$ cat src/rtl/asrm_bus_bridge.sv
// CPU-to-memory-bus bridge: single-outstanding request FSM (IDLE/REQ/DONE)
// with a wait-cycle timeout, sticky error flag and saturating timeout counter.
module asrm_bus_bridge #(
    parameter int wordsize = 16,
    parameter int timeout  = 15
) (
    input  logic                clk,
    input  logic                reset,
    input  logic                cpu_req,
    input  logic [wordsize-1:0] cpu_addr,
    input  logic [wordsize-1:0] cpu_wdata,
    input  logic                cpu_write_en,
    output logic [wordsize-1:0] cpu_rdata,
    output logic                cpu_stall,
    output logic                bus_req,
    output logic [wordsize-1:0] bus_addr,
    output logic [wordsize-1:0] bus_wdata,
    output logic                bus_we,
    input  logic                bus_ack,
    input  logic [wordsize-1:0] bus_rdata,
    input  logic                err_clr,
    output logic                bus_err,
    output logic [7:0]          timeout_count
);

    typedef enum logic [1:0] {
        ST_IDLE = 2'd0,
        ST_REQ  = 2'd1,
        ST_DONE = 2'd2
    } state_t;

    // The wait counter starts at 0 in the first REQ cycle, so reaching
    // timeout-1 without an ack means exactly `timeout` REQ cycles elapsed.
    localparam logic [7:0] WAIT_LAST = 8'(timeout - 1);

    state_t                state_q, state_d;
    logic [7:0]            wait_q, wait_d;
    logic                  bus_req_q, bus_req_d;
    logic [wordsize-1:0]   bus_addr_q, bus_addr_d;
    logic [wordsize-1:0]   bus_wdata_q, bus_wdata_d;
    logic                  bus_we_q, bus_we_d;
    logic [wordsize-1:0]   cpu_rdata_q, cpu_rdata_d;
    logic                  bus_err_q, bus_err_d;
    logic [7:0]            tmo_cnt_q, tmo_cnt_d;
    logic                  timeout_s;
    logic                  cpu_stall_s;

    // State and datapath registers
    always_ff @(posedge clk or posedge reset) begin
        if (reset) begin
            state_q     <= ST_IDLE;
            wait_q      <= 8'd0;
            bus_req_q   <= 1'b0;
            bus_addr_q  <= {wordsize{1'b0}};
            bus_wdata_q <= {wordsize{1'b0}};
            bus_we_q    <= 1'b0;
            cpu_rdata_q <= {wordsize{1'b0}};
            bus_err_q   <= 1'b0;
            tmo_cnt_q   <= 8'd0;
        end else begin
            state_q     <= state_d;
            wait_q      <= wait_d;
            bus_req_q   <= bus_req_d;
            bus_addr_q  <= bus_addr_d;
            bus_wdata_q <= bus_wdata_d;
            bus_we_q    <= bus_we_d;
            cpu_rdata_q <= cpu_rdata_d;
            bus_err_q   <= bus_err_d;
            tmo_cnt_q   <= tmo_cnt_d;
        end
    end

    // Next-state and transaction datapath
    always_comb begin
        state_d     = state_q;
        wait_d      = wait_q;
        bus_req_d   = bus_req_q;
        bus_addr_d  = bus_addr_q;
        bus_wdata_d = bus_wdata_q;
        bus_we_d    = bus_we_q;
        cpu_rdata_d = cpu_rdata_q;
        timeout_s   = 1'b0;
        case (state_q)
            ST_IDLE: begin
                if (cpu_req) begin
                    bus_addr_d  = cpu_addr;
                    bus_wdata_d = cpu_wdata;
                    bus_we_d    = cpu_write_en;
                    bus_req_d   = 1'b1;
                    wait_d      = 8'd0;
                    state_d     = ST_REQ;
                end else begin
                    state_d     = ST_IDLE;
                end
            end
            ST_REQ: begin
                // An ack in the final wait cycle beats the timeout.
                if (bus_ack) begin
                    if (!bus_we_q) begin
                        cpu_rdata_d = bus_rdata;
                    end else begin
                        cpu_rdata_d = cpu_rdata_q;
                    end
                    bus_req_d = 1'b0;
                    state_d   = ST_DONE;
                end else if (wait_q == WAIT_LAST) begin
                    timeout_s = 1'b1;
                    if (!bus_we_q) begin
                        cpu_rdata_d = {wordsize{1'b0}};
                    end else begin
                        cpu_rdata_d = cpu_rdata_q;
                    end
                    bus_req_d = 1'b0;
                    state_d   = ST_DONE;
                end else begin
                    wait_d    = wait_q + 8'd1;
                end
            end
            ST_DONE: begin
                state_d = ST_IDLE;
            end
            default: begin
                state_d   = ST_IDLE;
                bus_req_d = 1'b0;
            end
        endcase
    end

    // Error flag and saturating timeout counter; a timeout overrides err_clr
    always_comb begin
        bus_err_d = bus_err_q;
        tmo_cnt_d = tmo_cnt_q;
        if (timeout_s) begin
            bus_err_d = 1'b1;
            if (err_clr) begin
                tmo_cnt_d = 8'd1;
            end else if (tmo_cnt_q == 8'hFF) begin
                tmo_cnt_d = tmo_cnt_q;
            end else begin
                tmo_cnt_d = tmo_cnt_q + 8'd1;
            end
        end else if (err_clr) begin
            bus_err_d = 1'b0;
            tmo_cnt_d = 8'd0;
        end else begin
            bus_err_d = bus_err_q;
        end
    end

    // CPU stall: follows cpu_req in IDLE (including during reset)
    always_comb begin
        cpu_stall_s = cpu_req;
        case (state_q)
            ST_IDLE: cpu_stall_s = cpu_req;
            ST_REQ:  cpu_stall_s = 1'b1;
            ST_DONE: cpu_stall_s = 1'b0;
            default: cpu_stall_s = cpu_req;
        endcase
    end

    assign cpu_stall     = cpu_stall_s;
    assign cpu_rdata     = cpu_rdata_q;
    assign bus_req       = bus_req_q;
    assign bus_addr      = bus_addr_q;
    assign bus_wdata     = bus_wdata_q;
    assign bus_we        = bus_we_q;
    assign bus_err       = bus_err_q;
    assign timeout_count = tmo_cnt_q;

endmodule

$ cat config.mk
export PLATFORM = sky130hd
export DESIGN_NAME = asrm_bus_bridge
export DESIGN_NICKNAME = d
export VERILOG_FILES = /design/src/rtl/asrm_bus_bridge.sv
export SDC_FILE = /design/constraint.sdc
export NUM_CORES = 1
export LEC_CHECK = 0
export BUFFER_PORTS_ARGS = -buffer_cell sky130_fd_sc_hd__buf_2
export CORE_ASPECT_RATIO = 0.9
export CORE_MARGIN = 2
export CORE_UTILIZATION = 37
export DETAILED_ROUTE_END_ITERATION = 8
export PLACE_DENSITY = 0.74
export RECOVER_POWER = 50
export SYNTH_ARGS = -nofsm -noshare
export SYNTH_HDL_FRONTEND = slang
export SYNTH_SLANG_ARGS = --single-unit
$ cat constraint.sdc
create_clock -name clk -period 2.75 [get_ports clk]
set_input_delay 0.275 -clock clk [delete_from_list [all_inputs] [get_ports clk]]
set_output_delay 0.275 -clock clk [all_outputs]
set_load 0.005 [all_outputs]
==> summary.txt <==
Critical path
  – Worst path arrival time: approximately 2.6 ns
  – WP data required: roughly 3.0 ns
  – Reg2Reg Setup Slack: around 0.46 ns
  – Worst-path fanout max: 13
  – Setup Crit Path Kind: reg2reg
  – CP Launch Type: register
  – Crit. End Element: register

Logic synthesis
  – Avg Synthesized Cell Area: ~12 µm²
  – Top FF cell, synth: dfrtp_1
  – Synth unique cells: 45
  – #FFs+latches synth: 69
  – Sequential share of the synthesized area: ~56%
  – EDFF count, synth: 0
  – Post-synth ARST share: between 90% and 100%
  – Synth top area share: between 50% and 60%
  – Dominant cells by area after synthesis: dfrtp_1 (56%), mux2_2 (12%), mux2i_1 (5.8%), inv_1 (2.9%), nand2_1 (2.8%)
  – Syn nets: around 310
  – Post-Syn Area: between 3000 and 4000 µm²
  – Synth warn: 0
  – Area leader, netlist: dfrtp_1
  – Cells after synthesis: ~250

STA
  – Final number of setup-violating endpoints: 0
  – Slew Viols, Final: 0
  – Worst hold margin: ~0.15 ns
  – Fmax: ~440 MHz
  – Final period util: between 80% and 90%
  – Worst-Margin Slew: 1.14 ns
  – Unrepaired setup endpoints after global routing: no
  – Setup total negative slack: 0 ns
  – Slew margin rel.: 23.9%
  – Setup Skew: between 0.005 and 0.006 ns
  – Final Hold Fails: 0
  – Fin crit period: around 2.3 ns

Detailed routing
  – Detail Route Antenna Nets: 0
  – Vias per std cell: slightly below 5
  – WL/cell: between 10 and 15 µm
  – # DRC: 0
  – Iter 0 DRT Violations: slightly below 70
  – Met1 wire length: 2890 µm
  – Met2 WL post-DR: 2970 µm
  – Vias: between 2000 and 2500
  – Top Metal Used: met4
  – Met3 WL: about 690 µm
  – Routed Wire Length: roughly 6600 µm
  – DRT Pass-1 Iters: 5

Place
  – DP Wirelength: ~4800 µm
  – Area post-placement: around 3800 µm²
  – Port bufs: roughly 110
  – Final Wtd Congestion: between 0.8 and 0.9

Die
  – Die Ht: 90.9 µm
  – Initial Util: roughly two fifths
  – Row count: 31
  – Die Span X: 101 µm
  – I/O pins: between 100 and 150
  – Die ar.: approximately 9000 µm²
  – Core area: approximately 8100 µm²

Finish
  – Fin area: roughly 4000 µm²
  – Commonest non-fill, non-tap cells in the layout: buf_2 (101), dfrtp_1 (69), mux2_2 (34)
  – Area Overhead vs Synth: 28.0%
  – Final Net Count: about 430
  – Share of cells above drive strength 1: a little over two fifths
  – Diode count: 0
  – Commonest non-fill, non-tap cell in the layout: buf_2

GRT
  – Total GRT Usage: between 10% and 20%
  – GRT overflow: 0
  – Largest net degree at the start of global routing: 35
  – Number of global-route vias before repair: ~2300
  – Global-route wire length before repair: 11000 µm
  – Initial antenna violation count: 0

Power and ir drop
  – Leak: roughly 0.0020 µW
  – Max IR drop VDD: 0.515 mV
  – PD cells: approximately 940 nW/µm²

Run status
  – Status: finished, final reports clean

Job
  – Reported max-cap violation count: 0

Clock tree
  – Root Buffer: clkbuf_8
  – TritonCTS Buffers: 9
  – # hold bufs at CTS: 0
  – Sink Count: just under 70
  – Clk_lat worst skew: ~0.34 ns
  – CTS Buffer Depth: 2
  – Post_cts resized: 0
  – CTS tree: done
  – CTS clock-pin slew for the worst setup and hold paths: around 0.080 ns
  – # H-tree levels: 3
  – Post-CTS setup buffer count: 0

Worst hold path
  – Hold Path Class: in2reg
cells by family after synthesis:
kind of cell | Yosys count | synth area share, %
buf+inv | 35 | 4.56
simple gates | 59 | 11.7
compound gates | 33 | 7.58
flops | 69 | 55.6
fa+ha+maj | 6 | 2.42
mux | 52 | 18.1
power by group:
part,total (µW),leakage [µW],internal (µW),switching (µW)
clock,914,0.000110,515,400
sequential,1600,0.000864,1400,203
combinational,1220,0.000985,657,567
total,3740,0.00196,2570,1170
metrics by stage:
step / utilization [%] / total power (µW) / std cells / worst slack [ns]
finish: 49.0 / 3740 / 475 / 0.459
global route: 49.0 / 4020 / 475 / 0.287
global placement: 46.5 / 2840 / 459 / 0.601
detailed placement: 46.5 / 2880 / 459 / 0.466
floorplan: - / 2340 / 254 / 0.735
CTS: 49.3 / 3820 / 475 / 0.451
final cells by class:
type	instances	area, µm²
fill	751	4140
sequential	69	1730
multi-input combinational	150	1230
timing repair buffer	117	573
clock buffer	9	124
tap	99	124
clock inverter	7	98.8
inverter	24	90.1
metal layers:
metal / global-route usage, % / up-vias
met1: 19.3 / 1110
met2: 23.8 / 109
met3: 7.82 / 9
li1: - / 1129
met5: 0 / -
met4: 3.77 / 0
registers in the layout (all words and copies together), names as in the netlist:
name / flops
bus_addr: 16
bus_err: 1
bus_req: 1
bus_wdata: 16
bus_we: 1
cpu_rdata: 16
state_q: 2
timeout_count: 8
wait_q: 8
worst max-delay path: stages, from the launching register on:
cell and delay, ns:
dfrtp_1 0.39, inv_1 0.10, ha_1 0.47, mux2i_1 0.16, a221oi_2 0.62, nand2_1 0.26, mux2i_1 0.21
path summary, 6_finish.rpt:
| path | cells past startpoint | to | from |
|---|---|---|---|
| hold reg to reg | 1 | bus_err$_DFFE_PP0P_ | bus_err$_DFFE_PP0P_ |
| max in group asynchronous | 3 | bus_err$_DFFE_PP0P_ | reset |
| setup reg to reg | 6 | wait_q[0]$_DFFE_PP0P_ | state_q[1]$_DFFE_PP0P_ |
| min in group asynchronous | 2 | bus_addr[7]$_DFFE_PP0N_ | reset |
| setup / recovery | 6 | wait_q[0]$_DFFE_PP0P_ | state_q[1]$_DFFE_PP0P_ |
| hold / removal | 2 | bus_addr[7]$_DFFE_PP0N_ | cpu_addr[7] |
synth_stat cells (2+ instances only):
cell type / number
a311oi_1: 2
inv_1: 24
a31oi_1: 3
and4b_1: 2
buf_2: 2
mux2_2: 34
o2bb2ai_1: 3
ha_1: 6
o31ai_1: 2
nor2_1: 5
nand4_1: 2
nand2_1: 23
nand3_1: 4
or4_1: 2
o21ai_0: 5
and3_1: 6
mux2i_1: 18
a21oi_1: 8
or3_1: 3
clkbuf_1: 7
dfrtp_1: 69
No activity file was read; power rests on OpenSTA's default activity.
